<file path="src/rtl/hazard_ctrl.sv">
// Pipeline hazard / stall / flush / halt controller for a 5-stage in-order pipe.
// Optional macro HAZARD_FORWARD_EN: only load-use stalls (EX/MEM forwarding present).
module hazard_ctrl (
  input  logic        clk,
  input  logic        rst,
  input  logic [2:0]  id_rs,
  input  logic        id_rs_vld,
  input  logic [2:0]  id_rt,
  input  logic        id_rt_vld,
  input  logic [2:0]  idex_rd,
  input  logic        idex_regwrt,
  input  logic        idex_memrd,
  input  logic [2:0]  exmem_rd,
  input  logic        exmem_regwrt,
  input  logic        ex_redirect,
  input  logic        mem_busy,
  input  logic        halt_id,
  output logic        pc_en,
  output logic        ifid_en,
  output logic        ifid_flush,
  output logic        idex_en,
  output logic        idex_bubble,
  output logic        exmem_en,
  output logic        memwb_en,
  output logic        halted,
  output logic [15:0] stall_cycles
);

  typedef enum logic [1:0] {RUN, MEMSTALL, DRAIN, HALTED} state_e;

  state_e      state_q, state_d;
  logic        saved_q, saved_d;
  logic [1:0]  cnt_q, cnt_d;
  logic [15:0] stall_q, stall_d;

  logic idex_match, exmem_match, hazard;
  logic in_drain;

  assign idex_match  = (id_rs_vld && (id_rs == idex_rd))  || (id_rt_vld && (id_rt == idex_rd));
  assign exmem_match = (id_rs_vld && (id_rs == exmem_rd)) || (id_rt_vld && (id_rt == exmem_rd));

`ifdef HAZARD_FORWARD_EN
  assign hazard = idex_regwrt && idex_memrd && idex_match;
`else
  // Write-before-read register file means MEM_WB never needs a stall.
  assign hazard = (idex_regwrt && idex_match) || (exmem_regwrt && exmem_match);
`endif

  // A freeze behaves like the state it interrupted (saved_q: 1 = DRAIN).
  assign in_drain = (state_q == DRAIN) || ((state_q == MEMSTALL) && saved_q);

  always_ff @(posedge clk or negedge rst) begin
    if (!rst) begin
      state_q <= RUN;
      saved_q <= 1'b0;
      cnt_q   <= 2'd0;
      stall_q <= 16'd0;
    end else begin
      state_q <= state_d;
      saved_q <= saved_d;
      cnt_q   <= cnt_d;
      stall_q <= stall_d;
    end
  end

  always_comb begin
    state_d = state_q;
    saved_d = saved_q;
    cnt_d   = cnt_q;
    if (state_q != HALTED) begin
      if (mem_busy) begin
        state_d = MEMSTALL;
        saved_d = in_drain;
      end else if (in_drain) begin
        cnt_d   = cnt_q - 2'd1;
        state_d = (cnt_q == 2'd1) ? HALTED : DRAIN;
      end else begin
        state_d = RUN;
        if (!ex_redirect && !hazard && halt_id) begin
          state_d = DRAIN;
          cnt_d   = 2'd3;
        end
      end
    end
  end

  always_comb begin
    pc_en       = 1'b0;
    ifid_en     = 1'b0;
    ifid_flush  = 1'b0;
    idex_en     = 1'b0;
    idex_bubble = 1'b0;
    exmem_en    = 1'b0;
    memwb_en    = 1'b0;
    halted      = 1'b0;
    if (rst) begin
      if (state_q == HALTED) begin
        halted = 1'b1;
      end else if (!mem_busy) begin
        idex_en  = 1'b1;
        exmem_en = 1'b1;
        memwb_en = 1'b1;
        if (in_drain || (!ex_redirect && hazard)) begin
          idex_bubble = 1'b1;
        end else begin
          pc_en   = 1'b1;
          ifid_en = 1'b1;
          if (ex_redirect) begin
            ifid_flush  = 1'b1;
            idex_bubble = 1'b1;
          end
        end
      end
    end
  end

  always_comb begin
    stall_d = stall_q;
    if ((state_q != HALTED) && !pc_en && (stall_q != 16'hFFFF)) begin
      stall_d = stall_q + 16'd1;
    end
  end

  assign stall_cycles = stall_q;

endmodule

</file>
<file path="config.mk">
export PLATFORM = sky130hd
export DESIGN_NAME = hazard_ctrl
export DESIGN_NICKNAME = d
export VERILOG_FILES = /design/src/rtl/hazard_ctrl.sv
export SDC_FILE = /design/constraint.sdc
export NUM_CORES = 1
export LEC_CHECK = 0
export CAP_MARGIN = 30
export CORE_ASPECT_RATIO = 1.4
export CORE_UTILIZATION = 41
export CTS_CLUSTER_SIZE = 25
export DETAILED_ROUTE_END_ITERATION = 10
export PLACE_DENSITY = 0.77
export SYNTH_ARGS = -nofsm -noshare
export SYNTH_HDL_FRONTEND = slang
export SYNTH_SLANG_ARGS = --single-unit
</file>
<file path="constraint.sdc">
create_clock -name clk -period 2.2 [get_ports clk]
set_clock_uncertainty 0.1 [all_clocks]
set_input_delay 0.66 -clock clk [delete_from_list [all_inputs] [get_ports clk]]
set_output_delay 0.66 -clock clk [all_outputs]
set_load 0.03 [all_outputs]
</file>
==> impl_metrics.csv, run 1 <==
group,metric,value,unit
sta,finalWorstSetupSlack,-375,ps
final_layout,drive_gt1_frac,0.488,
setup_path,path_max_fanout,3,
routing,drcViolationCount,0,
final_layout,area_growth_syn_to_layout,76.3,%
placed_design,hpwl,2.80,mm
sta,finalSetupViolCount,21,
sta,period_minus_slack,2570,ps
pwr,swShare,0.291,
sta,worst_slew_pin_slew,502,ps
synthesis,synthCells,136,
die,start_util,0.439,
final_layout,final_cell_area,2440,um2
sta,max_freq,388,MHz
pwr,switchingPower,267,uW
pwr,p_leak,1.12,nW
synthesis,yosysSeqAreaShare,0.379,
cts,tritoncts,"done",
synthesis,synth_top_area_frac,0.379,
synthesis,synth_edf_count,0,
run_status,violations,"setup timing",
routing,vias,1405,
sta,rsz0062_at_grt,"true",
setup_path,slowest_delay,380,ps
setup_path,path_cells,"buf_6, xnor2_1, nand4_1, a211oi_2, nor4_4, buf_4",
die,io_pins,46,
cts,cts_hold_buf,0,
global_routing,track_usage,0.264,
pwr,p_per_area,376,nW/um2
routing,ant_nets,0,
run_status,outcome,"finished, violations left",
global_routing,grt-ovfl-total,0,
final_layout,nets,226,
synthesis,ys_warn_count,0,
cts,h-tree-depth,1,
synthesis,synth_top_area_cell,"dfrtp_1",
pwr,pwr-share-seq,0.466,
sta,hold_viol_final,0,
sta,slew_violations,0,
pwr,vdd_drop_max,0.447,mV
routing,post_drt_wl_per_cell,19.8,um
setup_path,critical_path.startpoint_type,"primary input",
routing,drt-pass1-iter-count,4,
synthesis,async_reset_ff_frac,1.00,
die,dieWidth,51.1,um
global_routing,grt_pass1_wl,7.15,mm
synthesis,synthFlopType,"dfrtp_1",
setup_path,endpoint_kind,"output pin",
routing,viasPerCell,5.85,
cts,cts_buffer_depth,2,
run,maxCapViolCount,0,
setup_path,arrival,1810,ps
pwr,p_clk_frac,0.286,
setup_path,crit_slowest_cell,"a211oi_2",
die,fp-row-count,24,
sta,layout_worst_path_cycle_share,1.17,
die,die_y,70.8,um
sta,maxSlewHeadroom,0.664,
synthesis,syn-num-nets,160,
cts,cts_sinks,21,
cts,clk_latency,270,ps
die,die_area,3620,um2
synthesis,syn-cell-area,1390,um2
die,core,3150,um2
global_routing,antenna_found_initial,0,
synthesis,synth.area.top_cells,"dfrtp_1, xnor2_1, nand2_1, o41ai_1, nand4_1",
cts,cts_buffers,3,
routing,first_iter_violations,36,
placed_design,gp_congestion,0.767,
global_routing,grt_start_max_net_pins,22,
routing,wirelength,4.76,mm
synthesis,avgSynthCellArea,10.2,um2
global_routing,grt_pass1_vias,1493,
setup_path,cp_num_buf_inv,2,
setup_path,required,1440,ps
placed_design,placed_cells,224,
setup_path,crit_type,"in2out",
setup_path,critical-path-top-delay-family,"compound AO/OA/AOI/OAI gates",
cts,clk_transition_reported_paths,70,ps
pwr,comb_power_share,0.248,
final_layout,diodes,0,
synthesis,synth.distinct_cells,45,
synthesis,ys_ff_latch,21,
placed_design,placed_cell_area,1890,um2
placed_design,port_buffers,44,
worst_hold_path,hold_path_class,"reg2reg",
pwr,p_int,651,uW
final_layout,final_cell_count_no_fill,240,
cts,root_buffer,"clkbuf_8",
[power groups by stage]
stage	logic, mW	registers [mW]	clock network [mW]
final	0.227	0.428	0.263
after detailed placement	0.183	0.428	0
after global routing	0.238	0.429	0.269
after global placement	0.178	0.427	0
after CTS	0.210	0.424	0.262
after floorplan	0.0545	0.452	0
[cells in the final DEF (no fill, tap or decap), types with 2 or more instances in the layout]
master	count
clkbuf_8	3
buf_4	18
o22a_1	2
a21oi_1	2
nor2_1	3
xnor2_2	7
xor2_1	4
o41ai_4	5
ha_1	2
and3_1	4
nand3_1	6
a21oi_2	2
clkdlybuf4s50_1	9
mux2_2	2
dlymetal6s2s_1	4
dfrtp_2	2
o41ai_2	2
xnor2_1	4
inv_1	3
buf_8	4
nand2_1	11
o31ai_4	3
nand4_1	6
inv_2	3
or3_1	3
dlygate4sd2_1	8
buf_6	20
xnor2_4	2
o21ai_2	2
dfrtp_1	19
nor4_4	2
[through the flow]
step	hold WS [ps]	util	setup slack (ps)	power, mW	setup TNS, ps
after detailed placement	377	0.600	-755	0.612	-14390
after global routing	402	0.775	-424	0.936	-3880
after CTS	395	0.741	-281	0.896	-2220
after global placement	372	0.600	-700	0.605	-12520
final	394	0.775	-375	0.918	-2270
after floorplan	264	-	-257	0.507	-555
[cell families (layout without fill, tap and decap cells)]
group | count (synthesis) | count (layout) | synth area share
fa+ha+maj | 2 | 2 | 0.0181
compound gates | 29 | 29 | 0.182
buf+inv | 13 | 78 | 0.0605
simple gates | 50 | 50 | 0.219
xor+xnor | 17 | 17 | 0.107
flops | 21 | 21 | 0.379
mux | 4 | 4 | 0.0343
[Yosys cell counts (4+ instances only)]
library cell / instances
dfrtp_1: 21
xnor2_1: 13
nand2_1: 12
inv_1: 6
nand3_1: 6
nand4_1: 6
and3_1: 5
o41ai_1: 5
a21oi_1: 4
nor2_1: 4
xor2_1: 4
[final cells by class]
class / count / area, um2
fill: 185 / 711
sequential: 21 / 528
clock buffer: 4 / 45.0
tap: 39 / 48.8
multi-input combinational: 102 / 1090
inverter: 6 / 22.5
timing repair buffer: 68 / 704
[worst register-to-register path, cell delays in order (launching register included)]
cell and delay [ps]:
dfrtp_1 390, ha_1 210, nand3_1 130, or2_2 330, o21ai_2 230, buf_6 230, nand2b_4 230, nor2_4 60
xor2_1 150
[repair_timing]
item                       CTS  global route
gates resized for setup    136            21
buffers inserted            10             2
cloned                       1             0
setup endpoints to repair   26            26
hold endpoints to repair     0             0
pin swaps                   37             8
[state kept, by name (all words and copies together), names as in the netlist]
signal        cells
saved_q           1
state_q           2
stall_cycles     16
cnt_q             2
[layer usage]
layer / track usage / vias up / share of wire
met5: 0 / - / 0
met4: 0.136 / 0 / 0.033
met3: 0.0301 / 11 / 0.039
met2: 0.491 / 58 / 0.56
met1: 0.281 / 698 / 0.37
li1: - / 638 / -
[path summary, 6_finish.rpt]
| kind | start | end | slack (ps) | cells past startpoint |
|---|---|---|---|---|
| setup reg to reg | stall_cycles[1] | stall_cycles[7] | 10 | 8 |
| hold / removal | cnt_q[1] | cnt_q[1] | 390 | 1 |
| hold reg to reg | cnt_q[1] | cnt_q[1] | 390 | 1 |
| min in group asynchronous | rst | stall_cycles[13] | 510 | 3 |
| max in group asynchronous | rst | stall_cycles[9] | 1240 | 3 |
| setup / recovery | id_rs[2] | ifid_en | -370 | 6 |
Note: power is estimated with default switching activity, not from simulation.
==> run 2, diff against run 1 <==
--- a/config.mk
+++ b/config.mk
@@ -10,6 +10,7 @@
 export CORE_UTILIZATION = 41
 export CTS_CLUSTER_SIZE = 25
 export DETAILED_ROUTE_END_ITERATION = 10
+export HOLD_SLACK_MARGIN = 0.1
 export PLACE_DENSITY = 0.77
 export SYNTH_ARGS = -nofsm -noshare
 export SYNTH_HDL_FRONTEND = slang
==> results of run 2 <==
No change in the layout: final DEF, timing and power equal those of run 1.
==> run 3, diff against run 2 <==
--- a/config.mk
+++ b/config.mk
@@ -5,7 +5,7 @@
 export SDC_FILE = /design/constraint.sdc
 export NUM_CORES = 1
 export LEC_CHECK = 0
-export CAP_MARGIN = 30
+export CAP_MARGIN = 20
 export CORE_ASPECT_RATIO = 1.4
 export CORE_UTILIZATION = 41
 export CTS_CLUSTER_SIZE = 25
==> results of run 3 <==
No change in the layout: final DEF, timing and power equal those of run 1.
